==> src/rtl/frame_extrema_tracker_pkg.sv <==
// Shared definitions for the frame extrema tracker slice.
package frame_extrema_tracker_pkg;

    localparam int unsigned DATA_W        = 8;
    localparam int unsigned IDX_W_DEFAULT = 4;

    typedef enum logic [1:0] {
        IDLE  = 2'd0,
        ACCUM = 2'd1,
        DONE  = 2'd2
    } fet_state_t;

endpackage

==> src/rtl/eight_bit_comparator.sv <==
// Unsigned 8-bit magnitude comparator; exactly one of less/equal/greater is set.
module eight_bit_comparator
    import frame_extrema_tracker_pkg::*;
(
    input  logic [DATA_W-1:0] a,
    input  logic [DATA_W-1:0] b,
    output logic              less,
    output logic              equal,
    output logic              greater
);

    // Word compare of a against b.
    always_comb begin
        less    = (a <  b);
        equal   = (a == b);
        greater = (a >  b);
    end

endmodule

==> src/rtl/frame_extrema_tracker.sv <==
// Scans a framed stream of unsigned samples and reports max/min, their first
// indices, the sample count and whether the frame was force-closed at full length.
module frame_extrema_tracker
    import frame_extrema_tracker_pkg::*;
#(
    parameter int unsigned IDX_W = IDX_W_DEFAULT
) (
    input  logic              clk,
    input  logic              reset,
    input  logic              in_valid,
    output logic              in_ready,
    input  logic [7:0]        in_data,
    input  logic              in_last,
    output logic              out_valid,
    input  logic              out_ready,
    output logic [7:0]        max_val,
    output logic [IDX_W-1:0]  max_idx,
    output logic [7:0]        min_val,
    output logic [IDX_W-1:0]  min_idx,
    output logic [IDX_W:0]    count,
    output logic              overflow
);

    localparam logic [IDX_W:0] FRAME_MAX = {1'b1, {IDX_W{1'b0}}};
    localparam logic [IDX_W:0] COUNT_ONE = {{IDX_W{1'b0}}, 1'b1};

    fet_state_t      state;
    fet_state_t      state_next;
    logic            accept;
    logic            release_result;
    logic [IDX_W:0]  count_inc;
    logic            frame_full;

    logic max_lt, max_eq, max_gt;
    logic min_lt, min_eq, min_gt;
    logic max_update, min_update;

    eight_bit_comparator u_cmp_max (
        .a       (in_data),
        .b       (max_val),
        .less    (max_lt),
        .equal   (max_eq),
        .greater (max_gt)
    );

    eight_bit_comparator u_cmp_min (
        .a       (in_data),
        .b       (min_val),
        .less    (min_lt),
        .equal   (min_eq),
        .greater (min_gt)
    );

    // Strict compare only: an equal sample keeps the earlier index.
    always_comb begin
        max_update = max_gt & ~(max_eq | max_lt);
        min_update = min_lt & ~(min_eq | min_gt);
        count_inc  = count + COUNT_ONE;
        frame_full = (count_inc == FRAME_MAX);
    end

    // State register.
    always_ff @(posedge clk or posedge reset) begin
        if (reset) begin
            state <= IDLE;
        end else begin
            state <= state_next;
        end
    end

    // Handshake decode and next-state selection.
    always_comb begin
        state_next     = state;
        in_ready       = 1'b0;
        out_valid      = 1'b0;
        accept         = 1'b0;
        release_result = 1'b0;
        case (state)
            IDLE: begin
                in_ready = 1'b1;
                accept   = in_valid;
                if (in_valid) begin
                    state_next = in_last ? DONE : ACCUM;
                end
            end
            ACCUM: begin
                in_ready = 1'b1;
                accept   = in_valid;
                if (in_valid && (in_last || frame_full)) begin
                    state_next = DONE;
                end
            end
            DONE: begin
                out_valid      = 1'b1;
                release_result = out_ready;
                if (out_ready) begin
                    state_next = IDLE;
                end
            end
            default: begin
                state_next = IDLE;
            end
        endcase
    end

    // Running extrema, index and count registers.
    always_ff @(posedge clk or posedge reset) begin
        if (reset) begin
            max_val  <= '0;
            min_val  <= '0;
            max_idx  <= '0;
            min_idx  <= '0;
            count    <= '0;
            overflow <= 1'b0;
        end else if (accept && state == IDLE) begin
            max_val <= in_data;
            min_val <= in_data;
            max_idx <= '0;
            min_idx <= '0;
            count   <= COUNT_ONE;
        end else if (accept) begin
            if (max_update) begin
                max_val <= in_data;
                max_idx <= count[IDX_W-1:0];
            end
            if (min_update) begin
                min_val <= in_data;
                min_idx <= count[IDX_W-1:0];
            end
            count <= count_inc;
            if (frame_full) begin
                overflow <= 1'b1;
            end
        end else if (release_result) begin
            overflow <= 1'b0;
        end
    end

endmodule

==> config.mk <==
export PLATFORM = sky130hd
export DESIGN_NAME = frame_extrema_tracker
export DESIGN_NICKNAME = d
export VERILOG_FILES = /design/src/rtl/frame_extrema_tracker_pkg.sv /design/src/rtl/eight_bit_comparator.sv /design/src/rtl/frame_extrema_tracker.sv
export SDC_FILE = /design/constraint.sdc
export NUM_CORES = 1
export LEC_CHECK = 0
export CAP_MARGIN = 20
export CORE_MARGIN = 2
export CORE_UTILIZATION = 49
export CTS_BUF_LIST = sky130_fd_sc_hd__clkbuf_16
export CTS_CLUSTER_SIZE = 40
export DETAILED_ROUTE_END_ITERATION = 10
export PLACE_DENSITY_LB_ADDON = 0.2
export SLEW_MARGIN = 15
export SYNTH_ARGS = -nofsm -noshare
export SYNTH_HDL_FRONTEND = slang
export SYNTH_SLANG_ARGS = --single-unit
==> constraint.sdc <==
create_clock -name clk -period 2.7 [get_ports clk]
set_input_delay 0.54 -clock clk [delete_from_list [all_inputs] [get_ports clk]]
set_output_delay 0.54 -clock clk [all_outputs]
set_load 0.01 [all_outputs]
==> After elaboration in Yosys (flattened, before gate mapping) <==
Cells that the tools add are included.
{ "word_totals": {"wordCells": 67, "register_bits": 32, "memories": 0, "ramBits": 0, "latch_bits": 0, "inputBits": 13, "mem_bits_ro": 0} }
{ "classes": {"bitwise": 7, "n_lt_le_gt_ge": 4, "mux": 26, "mul": 0, "div_mod_pow": 0, "n_shift": 0, "eq_ne": 9, "addsub": 1, "reduce_logical": 13} }
{ "ops": {"columns": ["cell", "n"], "rows": [
  ["8-bit two-way mux", 6],
  ["4-bit two-way mux", 6],
  ["8-bit equality test", 2],
  ["8-bit > comparator", 2],
  ["8-bit less-than comparator", 2],
  ["5-bit two-way mux", 2],
  ["2-bit two-way mux", 4],
  ["2-bit nonzero test", 4],
  ["1-bit two-way mux", 7],
  ["2-bit != test, second input constant", 3],
  ["2-bit case mux with 3 select lines", 1],
  ["3-bit AND reduction", 2],
  ["5-bit by 1-bit adder with 5-bit output, second input constant", 1],
  ["5-bit equality test, second input constant", 1],
  ["2-bit AND reduction", 2],
  ["1-bit inverter", 3],
  ["1-bit bitwise AND", 2],
  ["2-bit by 1-bit equality test with 1-bit output, second input constant", 1],
  ["2-bit equality test, second input constant", 1],
  ["1-bit logical AND", 2],
  ["2-bit logical NOT", 1],
  ["2-bit by 1-bit != test with 1-bit output, second input constant", 1],
  ["1-bit OR", 2],
  ["2-bit OR reduction", 1],
  ["1-bit logical OR", 1]
]} }

==> Longest topological paths before layout <==
Gate-level depths: netlist (run 1).
{ "depth": {"ltp_word": 7, "mapped_depth": 8, "ltp_nobuf": 7} }

==> Modules after synthesis <==
Synthesis (run 1) repeated with hierarchy kept, for this count alone.
{ "unflattened": {"hier_cells": 181, "area_unflattened_um2": 1866.8} }
{ "modules_own_cells": {"columns": ["module", "cells_each", "instances", "area_per_inst_um2"], "rows": [
  ["frame_extrema_tracker", 123, 1, 1416.4],
  ["eight_bit_comparator", 29, 2, 225.2]
]} }

==> Worst setup path after synthesis (run 1) <==
Ideal clock, no wire load.
{ "synth_path": {"path_type": "input -> register", "start": "input port in_data[0]", "end": "register min_val[1]", "path_slack_ps": 463, "arrival_time_ps": 2112, "required_time_ps": 2575, "path_stages": 8, "path_cell_list": "inv_1 > ha_1 > nand2b_4 > a2111oi_4 > o31ai_4 > and2_4 > buf_6 > mux2_4"} }
{ "synth_via": {"elab_chain_cells": 6, "word_cells_on_any_way": 8, "cone_classes": "2 x order compare; 1 x eq/ne; 3 x bitwise; 2 x reduce/logical"} }
{ "synth_rtl": {"columns": ["item", "line", "source"], "rows": [
  ["start, declared", "frame_extrema_tracker.sv:12", "input logic [7:0] in_data,"],
  ["8-bit > comparator or 8-bit equality test (tied branches)", "eight_bit_comparator.sv:16, eight_bit_comparator.sv:15", null],
  ["1-bit OR", "frame_extrema_tracker.sv:57", "min_update = min_lt & ~(min_eq | min_gt);"],
  ["1-bit inverter", "frame_extrema_tracker.sv:57", null],
  ["1-bit bitwise AND *", "frame_extrema_tracker.sv:57", null],
  ["2-bit nonzero test (no source line) *", null, null],
  ["2-bit AND reduction (no source line) *", null, null],
  ["end signal, assigned", "frame_extrema_tracker.sv:117", "min_val <= in_data;"],
  ["end signal, assigned", "frame_extrema_tracker.sv:127", "min_val <= in_data;"],
  ["end, declared", "frame_extrema_tracker.sv:18", "output logic [7:0] min_val,"]
]} }
Every way passes the cells marked *; elsewhere a longest branch is shown, timed or not.
A chain may end at the register's enable or synchronous reset.

==> Worst setup path in the final report (run 1) <==
{ "layout_path": {"start": "input port in_data[1]", "end": "register max_val[2]"} }
{ "layout_via": {"elab_chain_cells": 6, "word_cells_on_any_way": 8, "cone_classes": "2 x order compare; 1 x eq/ne; 3 x bitwise; 2 x reduce/logical"} }
{ "layout_rtl": {"columns": ["item", "line", "source"], "rows": [
  ["8-bit less-than comparator or 8-bit equality test (tied branches)", "eight_bit_comparator.sv:14, eight_bit_comparator.sv:15", null],
  ["1-bit OR", "frame_extrema_tracker.sv:56", "max_update = max_gt & ~(max_eq | max_lt);"],
  ["1-bit inverter", "frame_extrema_tracker.sv:56", null],
  ["1-bit bitwise AND *", "frame_extrema_tracker.sv:56", null],
  ["2-bit nonzero test (no source line) *", null, null],
  ["2-bit AND reduction (no source line) *", null, null],
  ["end signal, assigned", "frame_extrema_tracker.sv:116", "max_val <= in_data;"],
  ["end signal, assigned", "frame_extrema_tracker.sv:123", "max_val <= in_data;"],
  ["end, declared", "frame_extrema_tracker.sv:16", "output logic [7:0] max_val,"]
]} }
Marked as above.

==> summary.txt, run 1 <==
Clock tree
  – Clk buf depth: 2
  – Post_cts resized: 0
  – Clk pin slew, worst setup/hold paths: 0.05 ns
  – TritonCTS Buffers: 5
  – Clock root buffer: clkbuf_16
  – Clock sink count: 32
  – CTS H-tree lvls: 2
  – CTS tree: done
  – Post CTS Setup Buffer Count: 0
  – Clk Latency, worst-skew pair: around 0.27 ns
  – Hold-fix buffers, CTS: 0

Yosys
  – Post-synth net total: slightly below 200
  – Yosys cell types: 34
  – Flops & latches, synth: 32
  – Synth Cell Area: 1859 um2
  – Post-synthesis sequential area ratio: between 40% and 50%
  – Cells after synthesis: 165
  – Synthesized area per cell: 11.27 um2
  – Synth Warn #: 0

Global route
  – Overall routing resource usage: 20.41%
  – Grt ovf: 0
  – Pin count of the biggest net entering global routing: 33
  – First-pass GRT wire length: 6.686 mm
  – Vias in the first global route: 1481
  – Antenna violations before repair: 0

STA
  – Final worst slack: 0.1740 ns
  – Achievable Freq: 0.3959 GHz
  – Fin Hold WS: a little over 0.5 ns
  – Final period util: 93.56%
  – Rel. slew slack: 65.91%
  – Final Max Tran Viols: 0
  – Final setup violating endpoints: 0
  – Worst clock skew: 0.003582 ns
  – Fin Setup TNS: 0 ns
  – Unrepaired setup endpoints after global routing: false
  – Crit path time final: 2.526 ns
  – Hold Fails Final Rpt: 0
  – Worst slew pin tran: 0.5059 ns

Worst setup path
  – CP Max Fanout: 4
  – Top cell by count, worst path: buf_4
  – Slowest cell on crit path: clkdlybuf4s50_1
  – Worst r2r src: max_val[1]
  – Critical path type: input port to flop
  – Arr. time, crit path: 2.68 ns
  – Setup crit end: max_val[2]
  – CP max stage delay: 0.44 ns
  – RR Endpoint: max_val[2]
  – Crit start category: input port
  – FF-to-FF path depth: 9
  – Crit. Startpoint: in_data[1]
  – Worst-path cell chain: clkdlybuf4s50_1 > ha_1 > nor2b_1 > o211ai_1 > a2111oi_2 > buf_4 > a211oi_4 > buf_4 > mux2_2
  – Critical Path RT: 2.86 ns
  – Kind of end point of the critical path: flop
  – FF-to-FF setup slack: slightly above 0.5 ns

Floorplan
  – Io pins: 45
  – DIE AREA: 4303 um2
  – Core Area: roughly 3700 um2
  – Row Count: 22
  – Initial Util: between 50% and 60%
  – Die height: 65.60 um
  – Die width: 65.60 um

Finish
  – Layout area overhead: 39.97%
  – Most common cell after layout, fill and taps aside: clkdlybuf4s50_1
  – # nets final: approximately 260
  – Commonest non-fill, non-tap cells in the layout: clkdlybuf4s50_1, dfrtp_1, inv_1, ha_1
  – ANT cells: 0
  – Filler Cell Count: about 270
  – Layout cell share with drive strength beyond 1: 19.91%

Outcome
  – Status: finished, final reports clean

Pwr
  – Post-layout power: 2.661 mW
  – Power per standard cell area: 1022 nW/um2
  – Cell leakage power: 1.231 nW
  – VDD IR max: 0.0006590 V

Drt
  – Final WL: 3.800 mm
  – Vias: approximately 1400
  – Initial DRT Pass Iterations: 4
  – Final ANT Viol Nets: 0
  – DR DRC count: 0
  – Initial DRC Count: 111
  – Routed WL per cell: 13.87 um
  – Vias per std cell: 5.241

Min path
  – Worst min-delay path category: flop to flop

Place
  – RD Place Congestion: 0.8382
  – Setup Slack @ Placement: -0.08254 ns
  – Final HPWL DP: around 2.9 mm
  – Number of port buffers: 44

Run
  – Count of maximum capacitance violations: 0
==> state kept, by name (all words and copies together), names as in the netlist <==
signal,cells
max_val,8
min_val,8
count,5
max_idx,4
min_idx,4
state,2
overflow,1
==> kinds of logic (layout without fill, tap and decap cells) <==
kind of cell	count (synthesis)	in the layout	share of synthesized area [%]
buffers and inverters	22	83	5.047
muxes	20	20	13.19
DFF	32	32	43.07
adders and majority gates	17	17	11.44
AOI/OAI and AO/OA	30	30	14.80
and+or+nand+nor	44	44	12.45
==> stage by stage <==
| stage | util, % | cells | area (um2) |
|---|---|---|---|
| after floorplan | - | 165 | 1859 |
| after global placement | 66.51 | 266 | 2435 |
| after detailed placement | 66.51 | 266 | 2435 |
| after CTS | 71.09 | 274 | 2603 |
| after global routing | 71.09 | 274 | 2603 |
| final | 71.09 | 274 | 2603 |
==> Yosys cell counts <==
cell type	n	share of area, %
a2111oi_2	1	0.81
a2111oi_4	1	1.5
a211o_1	1	0.47
a211oi_4	2	2.2
a21o_1	2	0.81
a21oi_1	4	1.1
a22o_1	4	1.9
a41o_1	1	0.54
a41oi_1	1	0.47
and2_1	1	0.34
and2_4	1	0.47
buf_4	1	0.40
buf_6	1	0.61
clkbuf_1	3	0.61
dfrtp_1	32	43
ha_1	17	11
inv_1	17	3.4
mux2_2	8	4.8
mux2_4	7	5.7
mux2i_1	5	2.7
nand2_1	14	2.8
nand2b_1	2	0.67
nand2b_4	2	1.5
nand3_1	8	2.2
nand4_1	3	1.0
nand4b_1	1	0.47
nor2_1	6	1.2
nor2b_1	3	1.0
nor3_1	3	0.81
o211ai_1	1	0.40
o21a_1	3	1.2
o21ai_0	7	1.9
o31ai_4	1	1.1
o32ai_1	1	0.47
==> worst min-delay path by stage <==
| stage | start | to | slack (ns) | cells past startpoint |
|---|---|---|---|---|
| 2_1_floorplan | state[1] | state[0] | 0.48 | 1 |
| 3_3_place_gp | min_idx[0] | min_idx[0] | 0.49 | 2 |
| 3_5_place_dp | min_idx[0] | min_idx[0] | 0.50 | 2 |
| 4_1_cts | min_idx[0] | min_idx[0] | 0.51 | 2 |
| 5_1_grt | max_val[3] | max_val[3] | 0.54 | 1 |
| 6_report | min_idx[0] | min_idx[0] | 0.51 | 2 |
==> critical path, delay by kind of cell <==
family	cells	cell delay, ns
adder cells (fa/ha/maj)	1	0.32
multiplexers	1	0.35
AND/OR/NAND/NOR	1	0.14
AO/OA/AOI/OAI	3	0.53
buffers and inverters	3	0.79
==> routing by layer <==
metal / vias up / global-route usage [%] / wire length (um)
met5: - / 0 / 0
met4: 0 / 6.510 / 64
met3: 7 / 6.164 / 202
met2: 40 / 34.18 / 1813
met1: 683 / 25.19 / 1719
li1: 706 / - / -
==> power breakdown <==
group	total (mW)	switching, mW	internal (mW)
registers	0.819	0.161	0.658
clock network	0.635	0.203	0.433
logic	1.21	0.509	0.698
total	2.66	0.873	1.79
==> final cells by class <==
class | count | area [um2] | share of cell area [%]
multi-input combinational | 111 | 964.7 | 37.07
sequential | 32 | 800.8 | 30.77
timing repair buffer | 58 | 545.5 | 20.96
clock buffer | 5 | 125.1 | 4.808
inverter | 17 | 63.81 | 2.452
tap | 48 | 60.06 | 2.308
clock inverter | 3 | 42.54 | 1.635
(Power assumes the default switching activity.)
==> run 2, diff against run 1 <==
Settings changed: CORE_UTILIZATION 49 to 53.
Clock period 2.7 ns to 3.1 ns, I/O delays scaled along.
==> summary.txt, run 2 (synthesis gave the netlist of run 1 again) <==
Place
  – Number of port buffers: 44
  – RD Place Congestion: 0.7708
  – Setup Slack @ Placement: 0.1940 ns
  – Final HPWL DP: about 2.9 mm
  – Post-place instance area: 2350 um2

STA
  – Final setup violating endpoints: 0
  – Crit path time final: approximately 2.6 ns
  – Achievable Freq: 0.3830 GHz
  – Final worst slack: 0.4889 ns
  – Final Max Tran Viols: 0
  – Fin Hold WS: 0.5150 ns
  – Fin Setup TNS: 0 ns
  – Unrepaired setup endpoints after global routing: false
  – Worst clock skew: 0.003741 ns
  – Rel. slew slack: between 60% and 70%
  – Worst slew pin tran: 0.5683 ns
  – Hold Fails Final Rpt: 0
  – Final period util: 84.23%

Worst setup path
  – Critical Path RT: 3.26 ns
  – Crit start category: input port
  – Critical path type: input port to flop
  – Kind of end point of the critical path: flop
  – CP Max Fanout: 10
  – Arr. time, crit path: ~2.8 ns

Pwr
  – Psw: roughly 770 uW
  – VDD IR max: between 0.0005 and 0.0006 V
  – Clk network pwr share: about a quarter
  – Comb pwr share: 45.1%
  – Part of the power in registers: 31.2%
  – Cell leakage power: 1.184 nW
  – Net Sw Frac: roughly a third
  – Power per standard cell area: 918.3 nW/um2
  – Int Power: approximately 1.5 mW

Finish
  – Biggest regs: max_val x8, min_val x8, count x5
  – Layout cell share with drive strength beyond 1: 15.35%
  – # nets final: 244
  – Commonest non-fill, non-tap cells in the layout: clkdlybuf4s50_1, dfrtp_1, inv_1, ha_1, nand2_1
  – Fin util: 74.74%
  – Post-route cell area: 2514 um2
  – ANT cells: 0
  – Most common cell after layout, fill and taps aside: clkdlybuf4s50_1
  – Filler Cell Count: between 200 and 300
  – Layout area overhead: 35.20%

Global route
  – Grt ovf: 0
  – Overall routing resource usage: 23.68%
  – First-pass GRT wire length: 7.300 mm
  – Antenna violations before repair: 0
  – Vias in the first global route: 1515
  – Pin count of the biggest net entering global routing: 33

Floorplan
  – Io pins: 45
  – Die height: between 60 and 70 um
  – Die width: 63.23 um
  – DIE AREA: 3998 um2
  – Row Count: 21
  – Core Area: 3363 um2
  – Initial Util: 55.28%

Run
  – Count of maximum capacitance violations: 0

Clock tree
  – Clk Latency, worst-skew pair: 0.28 ns
  – Clock sink count: 32
  – Hold-fix buffers, CTS: 0
  – Clk pin slew, worst setup/hold paths: 0.05 ns
  – Clock root buffer: clkbuf_16
  – Post_cts resized: 0
  – TritonCTS Buffers: 5
  – CTS H-tree lvls: 2
  – CTS tree: done
  – Post CTS Setup Buffer Count: 0
  – Clk buf depth: 2

Min path
  – Worst min-delay path category: flop to flop

Drt
  – Vias per std cell: 5.456
  – Final ANT Viol Nets: 0
  – Routed WL per cell: 15.98 um
  – Vias: 1424
  – Initial DRT Pass Iterations: 5
  – DR DRC count: 0
  – Initial DRC Count: 50
  – Final WL: between 4 and 5 mm

Outcome
  – Status: finished, final reports clean
-- run 2: cell types whose count changed in the layout (fill, tap and decap cells not counted) --
cell and delta:
buf_4 -11, clkinvlp_4 -1, inv_1 +1
-- run 2: cell type report --
class	count	area (um2)	area share, %
multi-input cells	111	964.7	38.38
clock inverters	3	38.79	1.543
repair buffers	47	462.9	18.42
well taps	46	57.56	2.290
flip-flops and latches	32	800.8	31.86
inverters	17	63.81	2.539
clock buffers	5	125.1	4.978
-- run 2: metal layers --
layer  up-vias  part of all wire [%]  GRT usage [%]
met1       689                    44          28.18
met3         9                   3.9          5.357
met4         0                   2.0          8.967
met2        38                    51          41.62
li1        688                     -              -
met5         -                     0              0
-- run 2: stage by stage --
| stage | cells | power [mW] |
|---|---|---|
| 5_1_grt | 261 | 2.455 |
| 2_1_floorplan | 165 | 1.297 |
| 3_5_place_dp | 253 | 1.757 |
| 4_1_cts | 261 | 2.329 |
| 3_3_place_gp | 253 | 1.709 |
| 6_report | 261 | 2.308 |
-- run 2: critical path: stages --
cell and delay, ns:
clkdlybuf4s50_1 0.48, inv_1 0.08, ha_1 0.30, nand2b_4 0.15, a2111oi_4 0.41, o31ai_4 0.16
and2_4 0.24, mux2_4 0.31
-- run 2: path summary, 6_finish.rpt --
| check | startpoint | end | slack, ns | cells past startpoint |
|---|---|---|---|---|
| min in group asynchronous | reset | max_idx[3] | 0.76 | 3 |
| worst min-delay path | state[1] | state[0] | 0.51 | 1 |
| worst max-delay path | in_data[0] | min_val[3] | 0.49 | 8 |
| max in group asynchronous | reset | max_val[6] | 2.05 | 3 |
| worst min register to register | state[1] | state[0] | 0.51 | 1 |
| worst max register to register | max_val[5] | max_val[5] | 0.94 | 8 |
-- run 2: power groups by stage --
stage / clock network [mW] / registers, mW / logic, mW
finish: 0.549 / 0.720 / 1.04
global route: 0.573 / 0.743 / 1.14
CTS: 0.555 / 0.720 / 1.05
detailed placement: 0 / 0.722 / 1.03
global placement: 0 / 0.708 / 1.00
floorplan: 0 / 0.755 / 0.542
